[config.mk]
export PLATFORM = sky130hd
export DESIGN_NAME = pipeline_ctrl_flat
export DESIGN_NICKNAME = d
export VERILOG_FILES = /design/src/rtl/pipeline_ctrl_if.sv /design/src/rtl/pipeline_ctrl.sv /design/src/flat_wrapper.sv
export SDC_FILE = /design/constraint.sdc
export NUM_CORES = 1
export LEC_CHECK = 0
export BUFFER_PORTS_ARGS = -buffer_cell sky130_fd_sc_hd__buf_4
export CORE_AREA = 2 2 54 56
export DETAILED_ROUTE_END_ITERATION = 10
export DIE_AREA = 0 0 56 58
export GPL_ROUTABILITY_DRIVEN = 0
export PLACE_DENSITY = 0.73
export RECOVER_POWER = 100
export SLEW_MARGIN = 20
export SYNTH_ARGS = -nofsm -noshare
export SYNTH_HDL_FRONTEND = slang
export SYNTH_SLANG_ARGS = --single-unit
[constraint.sdc]
create_clock -name clk -period 1.7 [get_ports clk]
set_input_delay 0.255 -clock clk [delete_from_list [all_inputs] [get_ports clk]]
set_output_delay 0.255 -clock clk [all_outputs]
set_load 0.05 [all_outputs]
[src/rtl/pipeline_ctrl_if.sv]
// Hazard/handshake bundle between the pipeline datapath and pipeline_ctrl.
// The master side is the datapath; the slave side is the hazard controller.
interface pipeline_ctrl_if;
    logic [4:0] Rs1D;
    logic [4:0] Rs2D;
    logic [4:0] Rs1E;
    logic [4:0] Rs2E;
    logic [4:0] RdE;
    logic [4:0] RdM;
    logic [4:0] RdW;
    logic       RegWriteM;
    logic       RegWriteW;
    logic       LoadE;
    logic       PCSrcE;
    logic       MemReqM;
    logic       MemReadyM;

    logic       StallF;
    logic       StallD;
    logic       StallE;
    logic       StallM;
    logic       FlushD;
    logic       FlushE;
    logic       FlushW;
    logic [1:0] ForwardAE;
    logic [1:0] ForwardBE;
    logic       Halt;

    // Memory handshake: a request is outstanding while MemReqM is high and
    // completes in the cycle MemReadyM is sampled high; MemReqM/MemReadyM are
    // level signals, no transfer occurs when MemReqM is low.
    modport master (
        output Rs1D, Rs2D, Rs1E, Rs2E, RdE, RdM, RdW,
        output RegWriteM, RegWriteW, LoadE, PCSrcE, MemReqM, MemReadyM,
        input  StallF, StallD, StallE, StallM,
        input  FlushD, FlushE, FlushW,
        input  ForwardAE, ForwardBE, Halt
    );

    modport slave (
        input  Rs1D, Rs2D, Rs1E, Rs2E, RdE, RdM, RdW,
        input  RegWriteM, RegWriteW, LoadE, PCSrcE, MemReqM, MemReadyM,
        output StallF, StallD, StallE, StallM,
        output FlushD, FlushE, FlushW,
        output ForwardAE, ForwardBE, Halt
    );
endinterface

[src/rtl/pipeline_ctrl.sv]
// Hazard unit for a 5-stage pipeline: forwarding, load-use, branch flush and a
// memory-wait FSM with timeout halt. Optional stall counter: PIPELINE_CTRL_PERF_EN.
module pipeline_ctrl #(
    parameter int TIMEOUT   = 255,
    parameter int CNT_WIDTH = 32
) (
    input  logic                 clk,
    input  logic                 rst_n,
    pipeline_ctrl_if.slave       io_hz,
    output logic [1:0]           o_dbg_state
`ifdef PIPELINE_CTRL_PERF_EN
    ,
    output logic [CNT_WIDTH-1:0] StallCount
`endif
);

    localparam int WCW_RAW = $clog2(TIMEOUT + 1);
    localparam int WCW     = (WCW_RAW > 8) ? WCW_RAW : 8;
    localparam logic [WCW-1:0] TIMEOUT_CNT = WCW'(TIMEOUT);

    typedef enum logic [1:0] {
        RUN  = 2'd0,
        WAIT = 2'd1,
        ERR  = 2'd2
    } state_t;

    state_t         r_state;
    state_t         w_state_next;
    logic [WCW-1:0] r_wait_cnt;
    logic [WCW-1:0] w_wait_cnt_next;

    logic w_mem_busy;
    logic w_lu;
    logic w_hold;

    function automatic logic [1:0] fwd_sel(
        input logic [4:0] rs,
        input logic [4:0] rd_m,
        input logic       we_m,
        input logic [4:0] rd_w,
        input logic       we_w
    );
        logic [1:0] sel;
        sel = 2'b00;
        if (we_m && (rd_m != 5'd0) && (rd_m == rs)) begin
            sel = 2'b10;
        end else if (we_w && (rd_w != 5'd0) && (rd_w == rs)) begin
            sel = 2'b01;
        end
        return sel;
    endfunction

    // Forwarding is purely combinational and ignores stalls and FSM state.
    assign io_hz.ForwardAE = fwd_sel(io_hz.Rs1E, io_hz.RdM, io_hz.RegWriteM,
                                     io_hz.RdW, io_hz.RegWriteW);
    assign io_hz.ForwardBE = fwd_sel(io_hz.Rs2E, io_hz.RdM, io_hz.RegWriteM,
                                     io_hz.RdW, io_hz.RegWriteW);

    assign w_mem_busy = io_hz.MemReqM & ~io_hz.MemReadyM;

    assign w_lu = io_hz.LoadE && (io_hz.RdE != 5'd0) &&
                  ((io_hz.RdE == io_hz.Rs1D) || (io_hz.RdE == io_hz.Rs2D));

    always_ff @(posedge clk or negedge rst_n) begin
        if (!rst_n) begin
            r_state    <= RUN;
            r_wait_cnt <= '0;
        end else begin
            r_state    <= w_state_next;
            r_wait_cnt <= w_wait_cnt_next;
        end
    end

    // Ready is checked before the timeout so a late ready still returns to RUN.
    always_comb begin
        w_state_next    = r_state;
        w_wait_cnt_next = r_wait_cnt;
        case (r_state)
            RUN: begin
                w_wait_cnt_next = '0;
                if (w_mem_busy) begin
                    w_state_next = WAIT;
                end
            end
            WAIT: begin
                if (io_hz.MemReadyM) begin
                    w_state_next    = RUN;
                    w_wait_cnt_next = '0;
                end else if (w_mem_busy && (r_wait_cnt == TIMEOUT_CNT)) begin
                    w_state_next = ERR;
                end else if (r_wait_cnt != TIMEOUT_CNT) begin
                    w_wait_cnt_next = r_wait_cnt + WCW'(1);
                end
            end
            ERR: begin
                w_state_next = ERR;
            end
            default: begin
                w_state_next    = RUN;
                w_wait_cnt_next = '0;
            end
        endcase
    end

    assign w_hold = w_mem_busy || (r_state == ERR);

    // A memory hold or error freezes the whole pipe and overrides hazards.
    always_comb begin
        io_hz.StallF = 1'b0;
        io_hz.StallD = 1'b0;
        io_hz.StallE = 1'b0;
        io_hz.StallM = 1'b0;
        io_hz.FlushD = 1'b0;
        io_hz.FlushE = 1'b0;
        io_hz.FlushW = 1'b0;
        if (w_hold) begin
            io_hz.StallF = 1'b1;
            io_hz.StallD = 1'b1;
            io_hz.StallE = 1'b1;
            io_hz.StallM = 1'b1;
            io_hz.FlushW = 1'b1;
        end else begin
            io_hz.StallF = w_lu & ~io_hz.PCSrcE;
            io_hz.StallD = w_lu & ~io_hz.PCSrcE;
            io_hz.FlushD = io_hz.PCSrcE;
            io_hz.FlushE = w_lu | io_hz.PCSrcE;
        end
    end

    assign io_hz.Halt  = (r_state == ERR);
    assign o_dbg_state = r_state;

`ifdef PIPELINE_CTRL_PERF_EN
    logic [CNT_WIDTH-1:0] r_stall_cnt;

    always_ff @(posedge clk or negedge rst_n) begin
        if (!rst_n) begin
            r_stall_cnt <= '0;
        end else if (io_hz.StallF && (r_stall_cnt != {CNT_WIDTH{1'b1}})) begin
            r_stall_cnt <= r_stall_cnt + CNT_WIDTH'(1);
        end
    end

    assign StallCount = r_stall_cnt;
`endif

endmodule

[src/flat_wrapper.sv]
// flat-port wrapper written by rule: the top's interface ports become plain ports
module pipeline_ctrl_flat 
#(
    parameter int TIMEOUT   = 255,
    parameter int CNT_WIDTH = 32
)
  (clk, rst_n, o_dbg_state, io_hz_Rs1D, io_hz_Rs2D, io_hz_Rs1E, io_hz_Rs2E, io_hz_RdE, io_hz_RdM, io_hz_RdW, io_hz_RegWriteM, io_hz_RegWriteW, io_hz_LoadE, io_hz_PCSrcE, io_hz_MemReqM, io_hz_MemReadyM, io_hz_StallF, io_hz_StallD, io_hz_StallE, io_hz_StallM, io_hz_FlushD, io_hz_FlushE, io_hz_FlushW, io_hz_ForwardAE, io_hz_ForwardBE, io_hz_Halt);
  pipeline_ctrl_if io_hz_i ();
  input  logic clk;
  input  logic rst_n;
  output logic [1:0] o_dbg_state;
  input wire logic [$bits(io_hz_i.Rs1D)-1:0] io_hz_Rs1D;
  input wire logic [$bits(io_hz_i.Rs2D)-1:0] io_hz_Rs2D;
  input wire logic [$bits(io_hz_i.Rs1E)-1:0] io_hz_Rs1E;
  input wire logic [$bits(io_hz_i.Rs2E)-1:0] io_hz_Rs2E;
  input wire logic [$bits(io_hz_i.RdE)-1:0] io_hz_RdE;
  input wire logic [$bits(io_hz_i.RdM)-1:0] io_hz_RdM;
  input wire logic [$bits(io_hz_i.RdW)-1:0] io_hz_RdW;
  input wire logic [$bits(io_hz_i.RegWriteM)-1:0] io_hz_RegWriteM;
  input wire logic [$bits(io_hz_i.RegWriteW)-1:0] io_hz_RegWriteW;
  input wire logic [$bits(io_hz_i.LoadE)-1:0] io_hz_LoadE;
  input wire logic [$bits(io_hz_i.PCSrcE)-1:0] io_hz_PCSrcE;
  input wire logic [$bits(io_hz_i.MemReqM)-1:0] io_hz_MemReqM;
  input wire logic [$bits(io_hz_i.MemReadyM)-1:0] io_hz_MemReadyM;
  output wire logic [$bits(io_hz_i.StallF)-1:0] io_hz_StallF;
  output wire logic [$bits(io_hz_i.StallD)-1:0] io_hz_StallD;
  output wire logic [$bits(io_hz_i.StallE)-1:0] io_hz_StallE;
  output wire logic [$bits(io_hz_i.StallM)-1:0] io_hz_StallM;
  output wire logic [$bits(io_hz_i.FlushD)-1:0] io_hz_FlushD;
  output wire logic [$bits(io_hz_i.FlushE)-1:0] io_hz_FlushE;
  output wire logic [$bits(io_hz_i.FlushW)-1:0] io_hz_FlushW;
  output wire logic [$bits(io_hz_i.ForwardAE)-1:0] io_hz_ForwardAE;
  output wire logic [$bits(io_hz_i.ForwardBE)-1:0] io_hz_ForwardBE;
  output wire logic [$bits(io_hz_i.Halt)-1:0] io_hz_Halt;
  assign io_hz_i.Rs1D = io_hz_Rs1D;
  assign io_hz_i.Rs2D = io_hz_Rs2D;
  assign io_hz_i.Rs1E = io_hz_Rs1E;
  assign io_hz_i.Rs2E = io_hz_Rs2E;
  assign io_hz_i.RdE = io_hz_RdE;
  assign io_hz_i.RdM = io_hz_RdM;
  assign io_hz_i.RdW = io_hz_RdW;
  assign io_hz_i.RegWriteM = io_hz_RegWriteM;
  assign io_hz_i.RegWriteW = io_hz_RegWriteW;
  assign io_hz_i.LoadE = io_hz_LoadE;
  assign io_hz_i.PCSrcE = io_hz_PCSrcE;
  assign io_hz_i.MemReqM = io_hz_MemReqM;
  assign io_hz_i.MemReadyM = io_hz_MemReadyM;
  assign io_hz_StallF = io_hz_i.StallF;
  assign io_hz_StallD = io_hz_i.StallD;
  assign io_hz_StallE = io_hz_i.StallE;
  assign io_hz_StallM = io_hz_i.StallM;
  assign io_hz_FlushD = io_hz_i.FlushD;
  assign io_hz_FlushE = io_hz_i.FlushE;
  assign io_hz_FlushW = io_hz_i.FlushW;
  assign io_hz_ForwardAE = io_hz_i.ForwardAE;
  assign io_hz_ForwardBE = io_hz_i.ForwardBE;
  assign io_hz_Halt = io_hz_i.Halt;
  pipeline_ctrl #(.TIMEOUT(TIMEOUT), .CNT_WIDTH(CNT_WIDTH)) u_core (.clk(clk), .rst_n(rst_n), .io_hz(io_hz_i), .o_dbg_state(o_dbg_state));
endmodule
==> flow_summary.toml <==
[global_routing]
grtUsageTotal = 0.198
overflow = 0
antenna_found_initial = 0
grt_pass1_vias = 1197
grt_max_degree = 11
grt_pass1_wl_mm = 5.11

[place]
hpwl_mm = 2.55
dp_slack_ns = -0.171
numPortBuffers = 56

[setup_path]
slowest_delay_ns = 0.53
slowest_stage = "or4_4"
worst_setup_path_end_kind = "output pin"
crit_type = "input pin to output pin"
cp.arrival_ns = 1.54
required_ns = 1.44
cp_cell_sequence = "buf_4 -> xor2_1 -> or4_4 -> nor4_4 -> buf_6"
path_buf_inv = 2
worstPathMaxFanout = 2
crit_family = "simple AND/OR/NAND/NOR gates"
crit_path_start_kind = "input pin"

[floorplan]
die_area_sq_um = 3250
die_h_um = 58
start_util = 0.379
rows = 19
coreArea_sq_um = 2660
die_x_um = 56
io_pins = 57

[clock_tree]
clock_sinks = 10
clk_latency_ns = 0.28
cts_buffer_depth = 2
cts_root_buf = "clkbuf_4"
numCtsBuffers = 3
cts_tree = "done"
clk_pin_slew_worst_paths_ns = 0.07
htreeDepth = 1

[sta]
finalCritPeriodShare = 1.06
finalCriticalPeriod_ns = 1.79
finalWorstSetupSlack_ns = -0.0943
worst_pin_slew_ns = 0.571
slew_viol_final = 0
finClkSkew_ns = 0.0100
rsz0062_at_grt = "yes"
setup_viol = 5
hold_viol = 0
relSlewSlack = 0.620
max_freq_mhz = 557

[layout]
nets = 242
drive_gt1_frac = 0.553
syn_to_final_growth_pct = 86.5
antenna_cells = 0
final_util = 0.706

[route]
ant_nets = 0
finalWirelength_mm = 3.33
vias = 1203
drcViolationCount = 0
drt-pass1-iter-count = 5
via_per_inst = 5.28
wl_per_cell_um = 14.6
drt_iter0_markers = 24

[pwr]
internal-power_uw = 556
p_leak_uw = 0.000850
swShare = 0.342
power_frac_clock = 0.268
combPwrFrac = 0.443
p_seq_frac = 0.289
max-vdd-ir-drop_v = 0.000459
p_switching_uw = 289
power_uw = 845
p_per_area_nw_per_um2 = 449

[logic_synthesis]
synth_cell_types = 33
synthDominantCellAreaShare = 0.248
synthFlopType = "dfrtp_1"
synthesis.nets = 160
postSynthAreaPerCell_sq_um = 8.69
seq_area_frac_synth = 0.248
synth_seq_cells = 10
synth.most_common_cell = "xor2_1"
yosys.area.top_type = "dfrtp_1"
synthArstFlopShare = 1.00
yosys_warnings = 0
synth_area_sq_um = 1010
synth-edff-count = 0
synth.area.top_cells = "dfrtp_1, xor2_1, xnor2_1, or4_1, a21oi_1"
synth_cells = 116
synthTopCellsByCount = "xor2_1, dfrtp_1, a21oi_1, xnor2_1"

[run]
maxCapViolations = 0

[worst_hold_path]
hold_class = "input pin to flop"

[run_status]
violations = "setup timing"
status = "finished with violations"
==> area by class of cell <==
type                       instances  area, sq um
inverter                           5         22.5
sequential                        10          253
multi-input combinational         97          878
clock buffer                       4         36.3
fill                             207          782
timing repair buffer              81          652
tap                               31         38.8
==> sequential cells by signal (all words and copies together) (netlist names) <==
signal,count
u_core.o_dbg_state,2
u_core.r_wait_cnt,8
==> metrics by stage <==
step	instances	area [sq um]	TNS [ns]	hold slack [ns]
after floorplan	116	1120	-1.42	-0.0406
after detailed placement	218	1690	-0.541	0.0938
final	228	1880	-0.265	0.169
after CTS	226	1800	-0.280	0.164
after global placement	218	1690	-0.510	0.0901
after global routing	228	1880	-0.682	0.180
==> power groups by stage <==
stage | combinational [uW] | clock, uW | sequential [uW]
after floorplan | 167 | 0 | 255
after detailed placement | 337 | 0 | 250
final | 374 | 227 | 244
after global placement | 330 | 0 | 250
after global routing | 399 | 238 | 245
after CTS | 355 | 228 | 244
==> timing repair <==
| action | CTS | global route |
|---|---|---|
| setup buffers | 3 | 2 |
| endpoints found under the hold margin | 10 | 0 |
| resized for setup | 12 | 17 |
| pin swaps | 2 | 10 |
| hold buffers | 1 | 0 |
| endpoints found under the setup margin | 5 | 14 |
==> metal layers <==
layer / track usage / vias to the layer above / share of wire
met3: 0.0379 / 9 / 0.053
met5: 0 / - / 0
met4: 0.0850 / 0 / 0.023
met2: 0.385 / 42 / 0.55
li1: - / 586 / -
met1: 0.207 / 566 / 0.37
==> logic make-up (layout without fill, tap and decap cells) <==
| family | Yosys count | in the layout | synth area share |
|---|---|---|---|
| multiplexers | 1 | 1 | 0.0112 |
| buffers and inverters | 9 | 90 | 0.0484 |
| adder cells (fa/ha/maj) | 1 | 1 | 0.0124 |
| AO/OA/AOI/OAI | 27 | 27 | 0.191 |
| XOR/XNOR | 31 | 31 | 0.269 |
| flip-flops | 10 | 10 | 0.248 |
| AND/OR/NAND/NOR | 37 | 37 | 0.220 |
==> worst paths after layout <==
check                                                 start                           endpoint  slack, ns  cells after the start
min in group asynchronous                             rst_n   u_core.r_wait_cnt[6]$_DFFE_PN0P_       0.47                      2
max in group asynchronous                             rst_n  u_core.o_dbg_state[1]$_DFFE_PN0P_       0.81                      2
setup / recovery                              io_hz_Rs1E[4]                 io_hz_ForwardAE[0]      -0.09                      5
hold reg to reg            u_core.r_wait_cnt[0]$_DFFE_PN0P_   u_core.r_wait_cnt[0]$_DFFE_PN0P_       0.58                      1
setup reg to reg           u_core.r_wait_cnt[1]$_DFFE_PN0P_   u_core.r_wait_cnt[7]$_DFFE_PN0P_      -0.04                      5
hold / removal                              io_hz_MemReadyM  u_core.o_dbg_state[0]$_DFFE_PN0P_       0.17                      2
==> cell usage in the layout (no fill, tap or decap), drive strengths merged, types with 2 or more instances in the layout <==
master / count
a22o: 2
buf: 74
nor2: 6
inv: 4
nand3: 4
xor2: 24
xnor2: 7
and3: 2
a21oi: 7
nor4: 5
o21ai: 8
or4: 5
nand2: 4
nand4: 2
o31ai: 4
nor3: 4
dfrtp: 10
clkbuf: 10
Power figures use the tool's default switching activity.
